**src/rtl/prog_loader_pkg.sv**
```systemverilog
// Shared definitions for the program loader: loader states and frame geometry.
package prog_loader_pkg;

  // Bytes per 32-bit word, which is also the length of the count header.
  localparam int HDR_BYTES  = 4;
  localparam int BYTE_CNT_W = $clog2(HDR_BYTES);

  typedef enum logic [1:0] {
    ST_LEN  = 2'd0,
    ST_DATA = 2'd1,
    ST_DONE = 2'd2,
    ST_ERR  = 2'd3
  } state_e;

endpackage

```
**src/rtl/prog_loader_byte_packer.sv**
```systemverilog
// Byte packer: collects four accepted bytes, little-endian, into a 32-bit word.
// Bytes shift in from the top, so byte0 ends up in bits [7:0] once the word
// is complete. word_valid_o is a registered one-cycle flag raised after the
// last byte of a word, but only while the owner enables flagging (data words,
// not the header).
module byte_packer
  import prog_loader_pkg::*;
(
  input  logic        clk,
  input  logic        reset,
  input  logic        clear_i,
  input  logic        accept_i,
  input  logic [7:0]  data_i,
  input  logic        flagEn_i,
  output logic        wordDone_o,
  output logic [31:0] wordNext_o,
  output logic [31:0] word_o,
  output logic        wordValid_o
);

  logic [BYTE_CNT_W-1:0] byteCnt_q, byteCnt_d;
  logic [31:0]           word_q, word_d;
  logic                  wordValid_q, wordValid_d;
  logic                  lastByte;

  // Next-state for the byte counter, the partial word and the completion flag.
  always_comb begin
    lastByte    = (byteCnt_q == BYTE_CNT_W'(HDR_BYTES - 1));
    byteCnt_d   = byteCnt_q;
    word_d      = word_q;
    wordValid_d = 1'b0;
    wordDone_o  = 1'b0;
    wordNext_o  = {data_i, word_q[31:8]};
    if (clear_i) begin
      byteCnt_d = '0;
      word_d    = '0;
    end else if (accept_i) begin
      byteCnt_d   = byteCnt_q + BYTE_CNT_W'(1);
      word_d      = wordNext_o;
      wordValid_d = lastByte && flagEn_i;
      wordDone_o  = lastByte;
    end
  end

  // Packer registers; without an accepted byte everything holds across gaps.
  always_ff @(posedge clk) begin
    if (reset) begin
      byteCnt_q   <= '0;
      word_q      <= '0;
      wordValid_q <= 1'b0;
    end else begin
      byteCnt_q   <= byteCnt_d;
      word_q      <= word_d;
      wordValid_q <= wordValid_d;
    end
  end

  assign word_o      = word_q;
  assign wordValid_o = wordValid_q;

endmodule

```
**src/rtl/prog_loader.sv**
```systemverilog
// Program loader: receives a byte-stream program image (little-endian word
// count followed by that many little-endian words), writes it into the core's
// instruction memory and releases the core from reset once the image is in.
// mem_we/mem_addr/mem_wdata go to the riscv_core memory write port and
// core_reset to its reset input.
module prog_loader
  import prog_loader_pkg::*;
#(
  parameter int MEM_WORDS = 1024,
  parameter int ADDR_W    = 10
) (
  input  logic              clk,
  input  logic              reset,
  input  logic              in_valid,
  input  logic [7:0]        in_data,
  output logic              in_ready,
  input  logic              restart,
  output logic              mem_we,
  output logic [ADDR_W-1:0] mem_addr,
  output logic [31:0]       mem_wdata,
  output logic              core_reset,
  output logic              done,
  output logic              error
);

  state_e            state_q, state_d;
  logic [ADDR_W-1:0] wordIdx_q, wordIdx_d;
  logic [ADDR_W-1:0] lastIdx_q, lastIdx_d;
  logic              accept;
  logic              clear;
  logic              wordDone;
  logic              wordValid;
  logic [31:0]       wordNext;
  logic [31:0]       word;

  assign in_ready = (state_q == ST_LEN) || (state_q == ST_DATA);
  assign accept   = in_valid && in_ready;
  assign clear    = restart && ((state_q == ST_DONE) || (state_q == ST_ERR));

  byte_packer u_packer (
    .clk         (clk),
    .reset       (reset),
    .clear_i     (clear),
    .accept_i    (accept),
    .data_i      (in_data),
    .flagEn_i    (state_q == ST_DATA),
    .wordDone_o  (wordDone),
    .wordNext_o  (wordNext),
    .word_o      (word),
    .wordValid_o (wordValid)
  );

  // Next state, header decode and word-index bookkeeping. The final word's
  // 4th byte moves straight to DONE so its write cycle already sees done=1.
  always_comb begin
    state_d   = state_q;
    lastIdx_d = lastIdx_q;
    wordIdx_d = wordIdx_q;
    if (wordValid) begin
      wordIdx_d = wordIdx_q + ADDR_W'(1);
    end
    case (state_q)
      ST_LEN: begin
        if (wordDone) begin
          if (wordNext == 32'd0) begin
            state_d = ST_DONE;
          end else if (wordNext > 32'(MEM_WORDS)) begin
            state_d = ST_ERR;
          end else begin
            state_d   = ST_DATA;
            lastIdx_d = wordNext[ADDR_W-1:0] - ADDR_W'(1);
          end
        end
      end
      ST_DATA: begin
        if (wordDone && (wordIdx_q == lastIdx_q)) begin
          state_d = ST_DONE;
        end
      end
      ST_DONE, ST_ERR: begin
        if (restart) begin
          state_d   = ST_LEN;
          wordIdx_d = '0;
          lastIdx_d = '0;
        end
      end
      default: state_d = ST_LEN;
    endcase
  end

  // State and index registers; reset wins over restart and byte acceptance.
  always_ff @(posedge clk) begin
    if (reset) begin
      state_q   <= ST_LEN;
      wordIdx_q <= '0;
      lastIdx_q <= '0;
    end else begin
      state_q   <= state_d;
      wordIdx_q <= wordIdx_d;
      lastIdx_q <= lastIdx_d;
    end
  end

  // Status and memory-port outputs decoded from the registered state.
  always_comb begin
    core_reset = (state_q != ST_DONE);
    done       = (state_q == ST_DONE);
    error      = (state_q == ST_ERR);
    mem_we     = wordValid;
    mem_addr   = wordIdx_q;
    mem_wdata  = word;
  end

endmodule

```
**config.mk**
```make
export PLATFORM = sky130hd
export DESIGN_NAME = prog_loader
export DESIGN_NICKNAME = d
export VERILOG_FILES = /design/src/rtl/prog_loader_pkg.sv /design/src/rtl/prog_loader_byte_packer.sv /design/src/rtl/prog_loader.sv
export SDC_FILE = /design/constraint.sdc
export NUM_CORES = 1
export LEC_CHECK = 0
export BUFFER_PORTS_ARGS = -buffer_cell sky130_fd_sc_hd__buf_4
export CAP_MARGIN = 20
export CORE_ASPECT_RATIO = 1.4
export CORE_MARGIN = 2
export CORE_UTILIZATION = 48
export CTS_CLUSTER_DIAMETER = 30
export DETAILED_ROUTE_END_ITERATION = 8
export PLACE_DENSITY = 0.75
export SLEW_MARGIN = 20
export SYNTH_ARGS = -nofsm -noshare
export SYNTH_HDL_FRONTEND = slang
export SYNTH_SLANG_ARGS = --single-unit
```
**constraint.sdc**
```tcl
create_clock -name clk -period 1.95 [get_ports clk]
set_input_delay 0.195 -clock clk [delete_from_list [all_inputs] [get_ports clk]]
set_output_delay 0.195 -clock clk [all_outputs]
set_load 0.02 [all_outputs]
```
* Yosys cells after proc, flatten, opt, wreduce, memory -nomap -nowiden
Cells that the tools add are included.
Operators by class: reductions and logical operators 14, $lt $le $gt $ge 1, equality and inequality tests 11, add/subtract/negate cells 3, mux-type cells 16, bitwise logic cells 1
Operator list (number):
- $mux W10 | 7
- $gt A32 B11 Y1 const B | 1
- $logic_not A32 Y1 | 1
- $pmux W10 S2 | 1
- $ne A2 B2 Y1 const B | 6
- $add A10 B1 Y10 const B | 1
- $eq A10 B10 Y1 | 1
- $mux W2 | 5
- $sub A10 B1 Y10 const B | 1
- $eq A2 B2 Y1 const B | 3
- $pmux W2 S3 | 1
- $reduce_and A5 Y1 | 1
- $logic_and A1 B1 Y1 | 4
- $reduce_or A2 Y1 | 2
- $reduce_and A3 Y1 | 1
- $reduce_or A3 Y1 | 1
- $add A2 B1 Y2 const B | 1
- $eq A2 B1 Y1 const B | 1
- $logic_not A2 Y1 | 1
- $logic_or A1 B1 Y1 | 2
- $mux W1 | 2
- $reduce_bool A2 Y1 | 1
- $not A1 Y1 | 1
Storage, ports and cells: input bits 12, logic and storage cells 52, bits in registers 57

* Longest topological paths before layout
depth after elaboration 8, mapped depth 9, mapped depth without buffers 7

* Hierarchy
From an unflattened synthesis, not the netlist that was laid out.
Second synthesis, totals: cells, all modules 311, area, all modules 2896.5 µm²
Modules (own cells, without submodules):
- byte_packer | times used 1, cells an instance 149, area each 1534.0 µm²
- prog_loader | times used 1, cells an instance 162, area each 1362.6 µm²

* Least setup slack after synthesis
OpenSTA, ideal clock, no wires.
path type register to register, from register u_packer.word_q[8], in the netlist u_packer.word_o[8], to register lastIdx_q[2], required time 1876 ps, cell stages (with the launch flop) 9, path slack -200 ps, setup time 74 ps, arrival 2076 ps, cell sequence dfxtp_1 > inv_1 > ha_1 > nor3b_1 > a31o_2 > and4_4 > buf_6 > or3b_2 > a31oi_1
Between the ends: longest elaborated chain between the ends 5, elaborated cells on any way between the ends 10, those cells by class 1 x add/sub; 1 x order compare; 2 x eq/ne; 4 x mux; 2 x reduce/logical
Ends and longest elaborated chain:
- from (decl) | line prog_loader_byte_packer.sv:22 | logic [31:0] word_q, word_d;
- from (signal assigned) | line prog_loader_byte_packer.sv:53 | word_q <= word_d;
- $sub A10 B1 Y10 | line prog_loader.sv:71 | lastIdx_d = wordNext[ADDR_W-1:0] - ADDR_W'(1);
- $mux W10 | line prog_loader.sv:67 | end else if (wordNext > 32'(MEM_WORDS)) begin
- $mux W10 | line prog_loader.sv:65 | if (wordNext == 32'd0) begin
- $mux W10 | line prog_loader.sv:64 | if (wordDone) begin
- $pmux W10 S2 | line prog_loader.sv:62 | case (state_q)
- to (signal assigned) | line prog_loader.sv:100 | lastIdx_q <= lastIdx_d;
- to (decl) | line prog_loader.sv:28 | logic [ADDR_W-1:0] lastIdx_q, lastIdx_d;
Several ways; a longest one is shown, not always the timed one. The select of a mux whose other input is x is not followed. A chain may end at the register's enable or synchronous reset.

* Worst setup path after layout
from register u_packer.word_q[19], in the netlist u_packer.word_o[19], to register lastIdx_q[5]
Between the ends: longest elaborated chain between the ends 3, elaborated cells on any way between the ends 5, those cells by class 1 x order compare; 2 x eq/ne; 2 x reduce/logical
Ends and longest elaborated chain (line):
- $gt A32 B11 Y1 / $logic_not A32 Y1 (equally long branches) | prog_loader.sv:67, prog_loader.sv:65
- $ne A2 B2 Y1 (no source line)
- $reduce_and A5 Y1 (no source line) *
Mark *: on every way between the ends. The rest lies on a longest branch, timed or not.

==> metrics.cfg <==
[critical_path]
critPathLaunch = u_packer.word_o[19]
arrival_ns = 2.24
endpoint_kind = flop
cp.depth = 5
critPathTopFamily = simple AND/OR/NAND/NOR gates
cp_cell_sequence = or4_4, a2111oi_4, and4_4, nand3_1, a31oi_4
cp-endpoint = lastIdx_q[5]
path_class = reg2reg
reg2reg_to = lastIdx_q[5]
r2r_slack_ns = -0.01
reg2regPathDepth = 5
regToRegStartpoint = u_packer.word_o[19]
start_kind = flop
worst_ep_required_time_ns = 2.22
critical_path.n_buffers_inverters = 0
crit_path_max_fanout = 6
cpPeakStageDelay_ns = 0.55
cp_slowest_cell = or4_4

[synth]
ys_seq_area_frac = 0.433
synth_area_leaders = dfxtp_1 43%, nand2_1 12%, a21oi_1 7.6%, xor2_1 6.6%, nand3_1 2.5%
yosysMostFrequentCell = nand2_1
netlist.area_leader.share = 0.433
yosysWarnings = 0
synth_cells = 323
async_flop_share = 0
synth-seq-cells = 57
ys_types = 39
synth_edf_count = 0
syn-cell-area_um2 = 2640
ys.flop_type = dfxtp_1
syn-num-nets = 339
synth_common_cells = 86 x nand2_1, 57 x dfxtp_1, 40 x a21oi_1, 20 x xor2_1
synth_area_leader_cell = dfxtp_1
postSynthAreaPerCell_um2 = 8.16

[drt]
vias_per_cell = 5.43
dr.pass1.iters = 5
routed_wl_mm = 7.14
num_vias = 2568
route.detailed.drc = 0
drt_iter0_drc = 93
drtAntennaViolNets = 0
drt-wirelength-per-cell_um = 15.1

[timing]
finClkSkew_ns = 0.00654
setup_violations = 2
slew_headroom = 0.707
fmax_ghz = 0.510
hold_viol_final = 0
tns_ns = -0.0183
min_period_ns = 1.96
rsz0062_at_grt = yes
post-route-period-util = 1.01
setup_ws_ns = -0.0124
slew_violations = 0
tightest_slew_ns = 0.440

[pwr]
p_sw_frac = 0.256
switching_power_w = 0.000658
combPwrFrac = 0.101
p_seq_frac = 0.471
intPower_w = 0.00191
peakVddDrop_mv = 0.592
p_leak_nw = 1.53
powerDensity_nw_per_um2 = 718
power.share.clock = 0.429

[die]
rows = 31
io_pins = 59
die_w_um = 66.6
design.core.area_um2 = 5240
dieArea_um2 = 6110
die_y_um = 91.7
start_util = 0.503

[clocking]
clock_latency_ns = 0.35
root_buffer = clkbuf_8
cts_tree = built
cts_max_path_buffers = 2
hold_buffers = 0
cts.sink_count = 57
cts_max_level = 3
path_clk_slew_ns = 0.07
numCtsBuffers = 9

[finish]
antennaDiodeCount = 0
syn2layout_area_growth_pct = 35.7
drive_gt1_frac = 0.322
fin_area_um2 = 3570
final_nets = 418

[global_routing]
grt_pass1_wl_mm = 11.0
grt_max_degree = 35
grt_overflow = 0
grt_antenna_before_repair = 0
grt_pass1_vias = 2370
grt_use_total = 0.237

[place]
place_area_um2 = 3230
gp_congestion = 0.817
dp_hpwl_mm = 4.82
port_buffers = 58

[job]
max-cap-violations = 0

[min_path]
hp-class = in2reg

[run_status]
status = complete, but fails checks
violations = negative setup slack

==> registers in the layout, summed over array words and instances, names as in the netlist <==
name and count:
u_packer.byteCnt_q 2, u_packer.wordValid_o 1, state_q 2, mem_addr 10, lastIdx_q 10, u_packer.word_o 32
==> metal layers <==
metal | share of wire | vias to the layer above | global-route usage | wire [µm]
met2 | 0.52 | 83 | 0.391 | 3750
met4 | 0.040 | 0 | 0.155 | 287
met1 | 0.39 | 1194 | 0.272 | 2760
met5 | 0 | - | 0 | 0
li1 | - | 1267 | - | -
met3 | 0.048 | 24 | 0.0429 | 343
==> metrics by stage <==
step | util | instances | hold WS (ns) | power (W) | setup WS [ns]
after floorplan | - | 323 | 0.264 | 0.00137 | 0.00626
after global placement | 0.616 | 450 | 0.445 | 0.00147 | 0.0640
after detailed placement | 0.616 | 450 | 0.452 | 0.00147 | -0.0288
after CTS | 0.657 | 466 | 0.102 | 0.00255 | 0.00356
after global routing | 0.683 | 473 | 0.109 | 0.00266 | -0.113
final | 0.683 | 473 | 0.0983 | 0.00257 | -0.0124
==> timing repair <==
| action | CTS | global route |
|---|---|---|
| setup buffers | 0 | 4 |
| gates resized for setup | 3 | 21 |
| endpoints found under the setup margin | 8 | 11 |
| gates cloned | 0 | 3 |
| pin swaps | 1 | 15 |
==> power groups by stage <==
stage	combinational [W]	sequential (W)	clock [W]
final	0.000258	0.00121	0.00110
after floorplan	0.000116	0.00126	0
after detailed placement	0.000237	0.00123	0
after global routing	0.000281	0.00121	0.00117
after CTS	0.000240	0.00121	0.00110
after global placement	0.000235	0.00123	0
==> placed cells by master, fill, tap and decap left out, types with 5 or more instances in the layout <==
master    instances
dfxtp_1          51
nand2_1          85
xnor2_1           5
nor2_1           14
a21oi_1          40
inv_1             5
a31oi_1           6
buf_4            83
clkbuf_8         10
nand3_1          13
or3b_4            7
xor2_1           20
==> worst min-delay path: cells and delay by family <==
family | cells | cell delay [ns]
buffers and inverters | 1 | 0.11
AND/OR/NAND/NOR | 1 | 0.05
AO/OA/AOI/OAI | 1 | 0.05
==> layout make-up <==
cell class                 count  area, µm²
clock buffer                  10        138
clock inverter                 6       57.6
fill                         451       1660
inverter                       6       22.5
multi-input combinational    245       1500
sequential                    57       1160
tap                           66       82.6
timing repair buffer          83        623
==> cell families after synthesis <==
kind of cell,Yosys count,synth area share
compound gates,56,0.124
xor+xnor,25,0.0831
fa+ha+maj,4,0.0190
buf+inv,24,0.0451
flops,57,0.433
mux,1,0.00380
simple gates,156,0.292
==> how the worst min path moves through the flow <==
stage,depth (start not counted),from,end
finish,3,in_data[5],u_packer.word_o[29]
global route,3,in_data[5],u_packer.word_o[29]
detailed placement,2,u_packer.word_o[5],u_packer.word_o[5]
global placement,2,u_packer.word_o[7],u_packer.word_o[7]
CTS,3,in_data[5],u_packer.word_o[29]
floorplan,1,reset,lastIdx_q[0]
(Power assumes the default switching activity.)
